`src/rtl/wb_arbiter_if.sv`:
```
// Bus bundle between the register-file write arbiter and its issuers (ALU, load unit, decode).
interface wb_arbiter_if #(
  parameter int unsigned DEPTH = 4,
  parameter int unsigned XLEN  = 32
);
  localparam int unsigned CW = $clog2(DEPTH) + 1;

  logic            alu_valid;
  logic [4:0]      alu_rd;
  logic [XLEN-1:0] alu_data;
  logic            ld_valid;
  logic            ld_ready;
  logic [4:0]      ld_rd;
  logic [XLEN-1:0] ld_data;
  logic [4:0]      rs1;
  logic [4:0]      rs2;
  logic            hazard;
  logic            we;
  logic [4:0]      waddr;
  logic [XLEN-1:0] wd;
  logic [CW-1:0]   count;

  modport master (
    output alu_valid, alu_rd, alu_data, ld_valid, ld_rd, ld_data, rs1, rs2,
    input  ld_ready, hazard, we, waddr, wd, count
  );

  modport slave (
    input  alu_valid, alu_rd, alu_data, ld_valid, ld_rd, ld_data, rs1, rs2,
    output ld_ready, hazard, we, waddr, wd, count
  );
endinterface

```
`src/rtl/wb_arbiter.sv`:
```
// Register-file write-port arbiter: ALU results win, load results wait in a FIFO,
// decode gets a hazard flag for any write still queued or on the write port.
module wb_arbiter #(
  parameter int unsigned DEPTH = 4,
  parameter int unsigned XLEN  = 32
) (
  input logic        clk,
  input logic        rst,
  wb_arbiter_if.slave bus
);
  localparam int unsigned PW = $clog2(DEPTH);
  localparam int unsigned CW = PW + 1;

  typedef struct packed {
    logic [4:0]      rd;
    logic [XLEN-1:0] data;
  } entry_t;

  entry_t          mem_q [DEPTH];
  logic [PW-1:0]   wptr_q, wptr_d;
  logic [PW-1:0]   rptr_q, rptr_d;
  logic [CW-1:0]   count_q, count_d;
  logic            we_q, we_d;
  logic [4:0]      waddr_q, waddr_d;
  logic [XLEN-1:0] wd_q, wd_d;

  logic            ld_ready_c;
  logic            alu_win;
  logic            enq;
  logic            deq;
  logic            hazard_c;
  logic [PW-1:0]   off;

  // Arbitration, queue bookkeeping and next write-port contents.
  always_comb begin
    ld_ready_c = rst | (count_q < CW'(DEPTH));
    alu_win    = bus.alu_valid && (bus.alu_rd != 5'd0);
    deq        = !alu_win && (count_q != '0);
    enq        = !rst && bus.ld_valid && ld_ready_c && (bus.ld_rd != 5'd0);

    we_d    = 1'b0;
    waddr_d = waddr_q;
    wd_d    = wd_q;
    if (alu_win) begin
      we_d    = 1'b1;
      waddr_d = bus.alu_rd;
      wd_d    = bus.alu_data;
    end else if (deq) begin
      we_d    = 1'b1;
      waddr_d = mem_q[rptr_q].rd;
      wd_d    = mem_q[rptr_q].data;
    end

    // Pointers are exactly PW bits wide, so increment wraps modulo DEPTH.
    wptr_d  = enq ? wptr_q + PW'(1) : wptr_q;
    rptr_d  = deq ? rptr_q + PW'(1) : rptr_q;
    count_d = count_q + CW'(enq) - CW'(deq);
  end

  // Hazard: slot i is occupied when its distance from the read pointer is below count.
  always_comb begin
    hazard_c = 1'b0;
    off      = '0;
    for (int unsigned i = 0; i < DEPTH; i++) begin
      off = PW'(i) - rptr_q;
      if (({1'b0, off} < count_q) &&
          (((bus.rs1 != 5'd0) && (bus.rs1 == mem_q[i].rd)) ||
           ((bus.rs2 != 5'd0) && (bus.rs2 == mem_q[i].rd)))) begin
        hazard_c = 1'b1;
      end
    end
    if (we_q && (((bus.rs1 != 5'd0) && (bus.rs1 == waddr_q)) ||
                 ((bus.rs2 != 5'd0) && (bus.rs2 == waddr_q)))) begin
      hazard_c = 1'b1;
    end
    if (rst) begin
      hazard_c = 1'b0;
    end
  end

  always_ff @(posedge clk) begin
    if (rst) begin
      wptr_q  <= '0;
      rptr_q  <= '0;
      count_q <= '0;
      we_q    <= 1'b0;
      waddr_q <= '0;
      wd_q    <= '0;
    end else begin
      wptr_q  <= wptr_d;
      rptr_q  <= rptr_d;
      count_q <= count_d;
      we_q    <= we_d;
      waddr_q <= waddr_d;
      wd_q    <= wd_d;
    end
  end

  // Queue storage is not reset; occupancy alone decides what is valid.
  always_ff @(posedge clk) begin
    if (enq) begin
      mem_q[wptr_q] <= '{rd: bus.ld_rd, data: bus.ld_data};
    end
  end

  assign bus.ld_ready = ld_ready_c;
  assign bus.hazard   = hazard_c;
  assign bus.we       = we_q;
  assign bus.waddr    = waddr_q;
  assign bus.wd       = wd_q;
  assign bus.count    = count_q;
endmodule

```
`src/flat_wrapper.sv`:
```
// flat-port wrapper written by rule: the top's interface ports become plain ports
module wb_arbiter_flat 
#(
  parameter int unsigned DEPTH = 4,
  parameter int unsigned XLEN  = 32
)
  (clk, rst, bus_alu_valid, bus_alu_rd, bus_alu_data, bus_ld_valid, bus_ld_rd, bus_ld_data, bus_rs1, bus_rs2, bus_ld_ready, bus_hazard, bus_we, bus_waddr, bus_wd, bus_count);
  wb_arbiter_if #(.DEPTH(DEPTH), .XLEN(XLEN)) bus_i ();
  input logic clk;
  input logic rst;
  input wire logic [$bits(bus_i.alu_valid)-1:0] bus_alu_valid;
  input wire logic [$bits(bus_i.alu_rd)-1:0] bus_alu_rd;
  input wire logic [$bits(bus_i.alu_data)-1:0] bus_alu_data;
  input wire logic [$bits(bus_i.ld_valid)-1:0] bus_ld_valid;
  input wire logic [$bits(bus_i.ld_rd)-1:0] bus_ld_rd;
  input wire logic [$bits(bus_i.ld_data)-1:0] bus_ld_data;
  input wire logic [$bits(bus_i.rs1)-1:0] bus_rs1;
  input wire logic [$bits(bus_i.rs2)-1:0] bus_rs2;
  output wire logic [$bits(bus_i.ld_ready)-1:0] bus_ld_ready;
  output wire logic [$bits(bus_i.hazard)-1:0] bus_hazard;
  output wire logic [$bits(bus_i.we)-1:0] bus_we;
  output wire logic [$bits(bus_i.waddr)-1:0] bus_waddr;
  output wire logic [$bits(bus_i.wd)-1:0] bus_wd;
  output wire logic [$bits(bus_i.count)-1:0] bus_count;
  assign bus_i.alu_valid = bus_alu_valid;
  assign bus_i.alu_rd = bus_alu_rd;
  assign bus_i.alu_data = bus_alu_data;
  assign bus_i.ld_valid = bus_ld_valid;
  assign bus_i.ld_rd = bus_ld_rd;
  assign bus_i.ld_data = bus_ld_data;
  assign bus_i.rs1 = bus_rs1;
  assign bus_i.rs2 = bus_rs2;
  assign bus_ld_ready = bus_i.ld_ready;
  assign bus_hazard = bus_i.hazard;
  assign bus_we = bus_i.we;
  assign bus_waddr = bus_i.waddr;
  assign bus_wd = bus_i.wd;
  assign bus_count = bus_i.count;
  wb_arbiter #(.DEPTH(DEPTH), .XLEN(XLEN)) u_core (.clk(clk), .rst(rst), .bus(bus_i));
endmodule
```
`config.mk`:
```
export PLATFORM = sky130hd
export DESIGN_NAME = wb_arbiter_flat
export DESIGN_NICKNAME = d
export VERILOG_FILES = /design/src/rtl/wb_arbiter_if.sv /design/src/rtl/wb_arbiter.sv /design/src/flat_wrapper.sv
export SDC_FILE = /design/constraint.sdc
export NUM_CORES = 1
export LEC_CHECK = 0
export ABC_AREA = 1
export ABC_CLOCK_PERIOD_IN_PS = 4700
export CORE_UTILIZATION = 48
export DETAILED_ROUTE_END_ITERATION = 16
export PLACE_DENSITY = 0.72
export REMOVE_ABC_BUFFERS = 1
export SLEW_MARGIN = 5
export SYNTH_ARGS = -nofsm -noshare
export SYNTH_HDL_FRONTEND = slang
export SYNTH_SLANG_ARGS = --single-unit
```
`constraint.sdc`:
```
create_clock -name clk -period 4.7 [get_ports clk]
set_input_delay 0.94 -clock clk [delete_from_list [all_inputs] [get_ports clk]]
set_output_delay 0.94 -clock clk [all_outputs]
set_load 0.1 [all_outputs]
```
* Yosys cells after proc, flatten, opt, wreduce, memory -nomap -nowiden *
Memory sizes are Yosys's and may differ from the RTL's. A register that Yosys moved wholly into a read port is not among the register bits.
Cells that the tools add are included.
Widths: inputs -> output; s select.

storage, ports and cells
  flip-flop bits (word level) = 45
  memory bits (writable) = 148
  output and inout bits = 43
  word-level logic and storage cells = 80
  memories = 1

cells by class
  add/subtract/negate cells = 8
  $lt $le $gt $ge = 5
  eq/ne operators = 10
  muxes and demuxes = 16
  bitwise gates (word level) = 1
  reduce and logical (&&, ||, !) cells = 33

memory list
  memory        depth  bits a word  rd ports  clocked after Yosys merged registers in  wr ports  RTL line          RTL
  u_core.mem_q  4      37           5         1                                        1         wb_arbiter.sv:19  entry_t mem_q [DEPTH];

operators with widths
  kind                 number
  $mux 32              2
  $eq 5x5->1           10
  $logic_and 1x1->1    20
  $reduce_bool 5->1    4
  $lt 2x3->1           4
  $mux 1               10
  $mux 5               2
  $logic_or 1x1->1     5
  $add 2x1->2 const B  2
  $mux 2               2
  $sub 1x2->2 const A  2
  $sub 2x2->2 const A  2
  $add 3x1->3          1
  $lt 3x3->1 const B   1
  $reduce_bool 3->1    1
  $sub 3x1->3          1
  $logic_not 1->1      2
  $reduce_bool 2->1    1
  $or 1x1->1           1

* Longest topological paths before layout *
  depth after elaboration = 10
  gate-level depth with buffers = 13
  mapped depth without buffers = 12

* Worst setup path after synthesis *
Ideal clock, no wire load.

  path type = register -> output
  start point = register u_core.count_q[1] (netlist: u_core.bus.count[1])
  end point = output port bus_hazard
  data arrival time = 3.298 ns
  data required time = 3.760 ns
  setup slack = 0.462 ns
  cell stages (with the launch flop) = 9
  path through = dfxtp_1 > inv_1 > ha_1 > a21oi_1 > o21ai_0 > nand2_1 > nand3_1 > nor2_1 > nor2_1

between the ends
  longest elaborated chain between the ends = 8
  elaborated cells on any way between the ends = 14

ends and longest elaborated chain
  item                    RTL line            RTL
  from (decl)             wb_arbiter.sv:22    logic [CW-1:0] count_q, count_d;
  from (signal assigned)  wb_arbiter.sv:92    count_q <= count_d;
  $lt 2x3->1              wb_arbiter.sv:66    if (({1'b0, off} < count_q) &&
  $logic_and 1x1->1       wb_arbiter.sv:66
  $mux 1 (3 in a row)     wb_arbiter.sv:66
  $mux 1 *                wb_arbiter.sv:66
  $mux 1 *                wb_arbiter.sv:72    if (we_q && (((bus.rs1 != 5'd0) && (bus.rs1 == waddr_q)) ||
  $mux 1 *                wb_arbiter.sv:76    if (rst) begin
  to (decl)               flat_wrapper.sv:20  output wire logic [$bits(bus_i.hazard)-1:0] bus_hazard;

Mark *: on every way between the ends. The rest lies on a longest branch, timed or not.

* Final worst setup path *
  start point = input port bus_rs1[0]
  end point = output port bus_hazard

between the ends
  longest elaborated chain between the ends = 10
  elaborated cells on any way between the ends = 27

ends and longest elaborated chain
  item                                             RTL line                            RTL
  from (decl)                                      flat_wrapper.sv:17                  input wire logic [$bits(bus_i.rs1)-1:0] bus_rs1;
  $eq 5x5->1 or $reduce_bool 5->1 (tied branches)  wb_arbiter.sv:67, wb_arbiter.sv:72
  $logic_and 1x1->1                                wb_arbiter.sv:67                    (((bus.rs1 != 5'd0) && (bus.rs1 == mem_q[i].rd)) ||
  $logic_or 1x1->1                                 wb_arbiter.sv:67
  $logic_and 1x1->1                                wb_arbiter.sv:66
  $mux 1 (4 in a row)                              wb_arbiter.sv:66
  $mux 1 *                                         wb_arbiter.sv:72
  $mux 1 *                                         wb_arbiter.sv:76

Marks and branches as above.

==> impl_metrics.csv <==
group,metric,value,unit
outcome,status,"finished clean",
floorplanning,core,17300,um^2
layout,layout.nets,1011,
synth,synth_top_area_share,52.4,%
floorplanning,die_area,18200,um^2
detailed_routing,dr.pass1.iters,5,
timing,worstMarginPinSlew,1.05,ns
cts,numCtsBuffers,17,
synth,yosysWarnings,0,
critical_path,r2r-end,"u_core.bus.count[2]$_SDFF_PP0_",
critical_path,worstSetupPathType,"input pin to output pin",
placement,portBuffers,130,
detailed_routing,drc,0,
timing,period_needed,3.75,ns
critical_path,crit_path_end_kind,"output pin",
global_routing,grt_max_degree,76,
global_routing,antenna_found_initial,0,
cts,clk_latency,0.42,ns
critical_path,rr_worst_depth,11,
cts,htreeDepth,4,
critical_path,start_kind,"input pin",
pwr,power.leakage,3.87,nW
synth,synthTopCellsByCount,"148 x edfxtp_1, 107 x nor2_1, 100 x nand2_1, 82 x o21ai_0, 61 x a21oi_1",
layout,antenna_cells,0,
synth,synth_cell_type_count,31,
timing,slew_headroom,29.5,%
layout,area_delta_synth_final,24.7,%
cts,cts_hold_buf,0,
worst_hold_path,holdPathStages,2,
cts,ctsResizeCount,0,
critical_path,cp.arrival,2.81,ns
synth,async_flop_share,0,%
timing,finalCritPeriodShare,79.8,%
synth,synthesis.area,8480,um^2
placement,dp_cells,1118,
timing,setup_slack,0.951,ns
timing,max_freq,0.267,GHz
global_routing,grt_pass1_wl,31000,um
floorplanning,rows,48,
floorplanning,die_w,135,um
detailed_routing,num_vias,6142,
synth,synth_edf_count,148,
global_routing,grtUsageTotal,22.8,%
global_routing,grt_pass1_vias,6029,
pwr,clock_power_share,24.9,%
placement,finalWeightedCongestion,0.851,
detailed_routing,drt_iter0_drc,511,
cts,clockBufferDepth,2,
detailed_routing,totalWireLength,19800,um
timing,hold_viol,0,
critical_path,reg2reg_slack,2.18,ns
pwr,switchingPower,2.35,mW
floorplanning,ios,131,
placement,dp_slack,0.834,ns
cts,cts_tree,"yes",
cts,post_cts_buffers,0,
pwr,switching_share,40.3,%
floorplanning,floorplan.initialDensity,49.1,%
detailed_routing,via_per_inst,5.34,
synth,netlist_instances,799,
detailed_routing,wire_per_inst,17.2,um
pwr,p_comb_share,38.5,%
worst_hold_path,min_from,"u_core.bus.wd[31]$_SDFFE_PP0P_",
synth,synth_seq_cells,195,
synth,avgSynthCellArea,10.6,um^2
timing,setup_viol,0,
critical_path,cp.required,3.76,ns
synth,yosysMostFrequentCell,"edfxtp_1",
detailed_routing,ant_nets,0,
critical_path,timing.rr.start,"u_core.bus.count[1]$_SDFF_PP0_",
timing,whs,0.488,ns
layout,drive_above_1_share,6.38,%
placement,post-dp-hpwl,12200,um
synth,ys_top_cells_by_area,"edfxtp_1 52%, dfxtp_1 11%, o21ai_0 4.8%",
timing,drv_slew,0,
critical_path,worstPathMaxFanout,7,
pwr,ir_worst_vdd,369,uV
worst_hold_path,hp-class,"flop to flop",
timing,fin_tns_setup,0,ns
synth,ys_seq_area_share,63.5,%
cts,root_buffer,"clkbuf_16",
cts,clkTransAtPathRegs,0.06,ns
synth,synth_top_cell_by_area,"edfxtp_1",
timing,finalClockSkew,0.00784,ns
job,max_cap_violations,0,
worst_hold_path,hold_path_end,"u_core.bus.wd[31]$_SDFFE_PP0P_",
cts,cts_sinks,195,
global_routing,grt_overflow_total,0,
timing,grt_setup_unrepaired,"false",
synth,ys_dominant_reg_cell,"edfxtp_1",
layout,fin_cells,1150,
floorplanning,die_h,135,um
pwr,power_density,552,nW/um^2
pwr,seqPwrFrac,36.6,%
pwr,intPower,3.49,mW
-- cell type report --
| type | instances | area (um^2) |
|---|---|---|
| inverters | 46 | 173 |
| clock inverters | 12 | 158 |
| clock buffers | 20 | 437 |
| flip-flops and latches | 195 | 5390 |
| well taps | 225 | 282 |
| repair buffers | 141 | 1440 |
| multi-input cells | 511 | 2710 |
| fillers | 1414 | 6720 |
-- how the worst max path moves through the flow --
stage | slack (ns) | endpoint | start
2_1_floorplan | 0.46 | bus_hazard | u_core.bus.count[1]$_SDFF_PP0_
3_3_place_gp | 0.92 | u_core.bus.wd[10]$_SDFFE_PP0P_ | bus_alu_rd[0]
3_5_place_dp | 0.83 | u_core.bus.wd[16]$_SDFFE_PP0P_ | bus_alu_rd[0]
4_1_cts | 0.95 | bus_hazard | bus_rs1[2]
5_1_grt | 0.74 | bus_hazard | bus_rs1[0]
6_report | 0.95 | bus_hazard | bus_rs1[0]
-- logic make-up after synthesis --
logic type | share of synthesized area (%)
XOR/XNOR | 4.75
buffers and inverters | 5.00
flip-flops | 63.5
AND/OR/NAND/NOR | 11.1
AO/OA/AOI/OAI | 13.2
multiplexers | 0.708
adder cells (fa/ha/maj) | 1.71
-- cell usage in the layout, fill, tap and decap left out, types with 2 or more instances in the layout --
cell	n
xor2_1	17
ha_1	10
xnor2_1	29
nor2_4	4
nand3_1	19
clkinv_1	2
o221ai_1	2
clkinv_2	2
mux2i_1	6
clkbuf_1	3
or2_2	3
clkdlybuf4s50_1	128
clkbuf_16	17
dfxtp_1	46
nor2_1	103
o21ai_1	33
inv_2	5
buf_4	8
bufinv_16	3
edfxtp_1	148
o22ai_1	31
nand2_2	3
o21ai_0	82
clkinv_4	3
inv_1	40
buf_12	5
o211ai_1	2
nand2_1	100
a21oi_1	61
-- metrics by stage --
stage / instance area [um^2] / total power, mW / util [%]
4_1_cts: 10600 / 5.86 / 61.2
3_3_place_gp: 9990 / 4.40 / 57.7
2_1_floorplan: 8230 / 3.75 / -
5_1_grt: 10600 / 6.10 / 61.2
3_5_place_dp: 9990 / 4.42 / 57.7
6_report: 10600 / 5.84 / 61.2
-- flip-flops by register name, summed over array words and instances, names as in the netlist, named ones only --
name              count
u_core.bus.count      3
u_core.bus.waddr      5
u_core.bus.wd        32
u_core.bus.we         1
u_core.mem_q        148
u_core.rptr_q         2
u_core.wptr_q         2
-- critical path: stages --
cell	delay (ns)
clkdlybuf4s50_1	0.69
nor2_1	0.11
nand3_1	0.10
inv_1	0.11
nor2_1	0.13
nand2_1	0.06
nand2_1	0.06
nand2_1	0.06
nand3_1	0.11
nor2_1	0.06
nor2_1	0.08
buf_4	0.29
-- layer usage --
metal | share of wire (%) | track usage, %
met5 | 0 | 0
met4 | 2.0 | 8.74
met3 | 5.7 | 5.52
met2 | 48 | 37.4
met1 | 45 | 29.1
-- power groups by stage --
stage | combinational [mW] | sequential (mW) | clock, mW
2_1_floorplan | 0.749 | 3.00 | 0
3_3_place_gp | 2.23 | 2.17 | 0
3_5_place_dp | 2.25 | 2.17 | 0
4_1_cts | 2.26 | 2.14 | 1.46
5_1_grt | 2.41 | 2.16 | 1.54
6_report | 2.25 | 2.14 | 1.45
(Power assumes the default switching activity.)
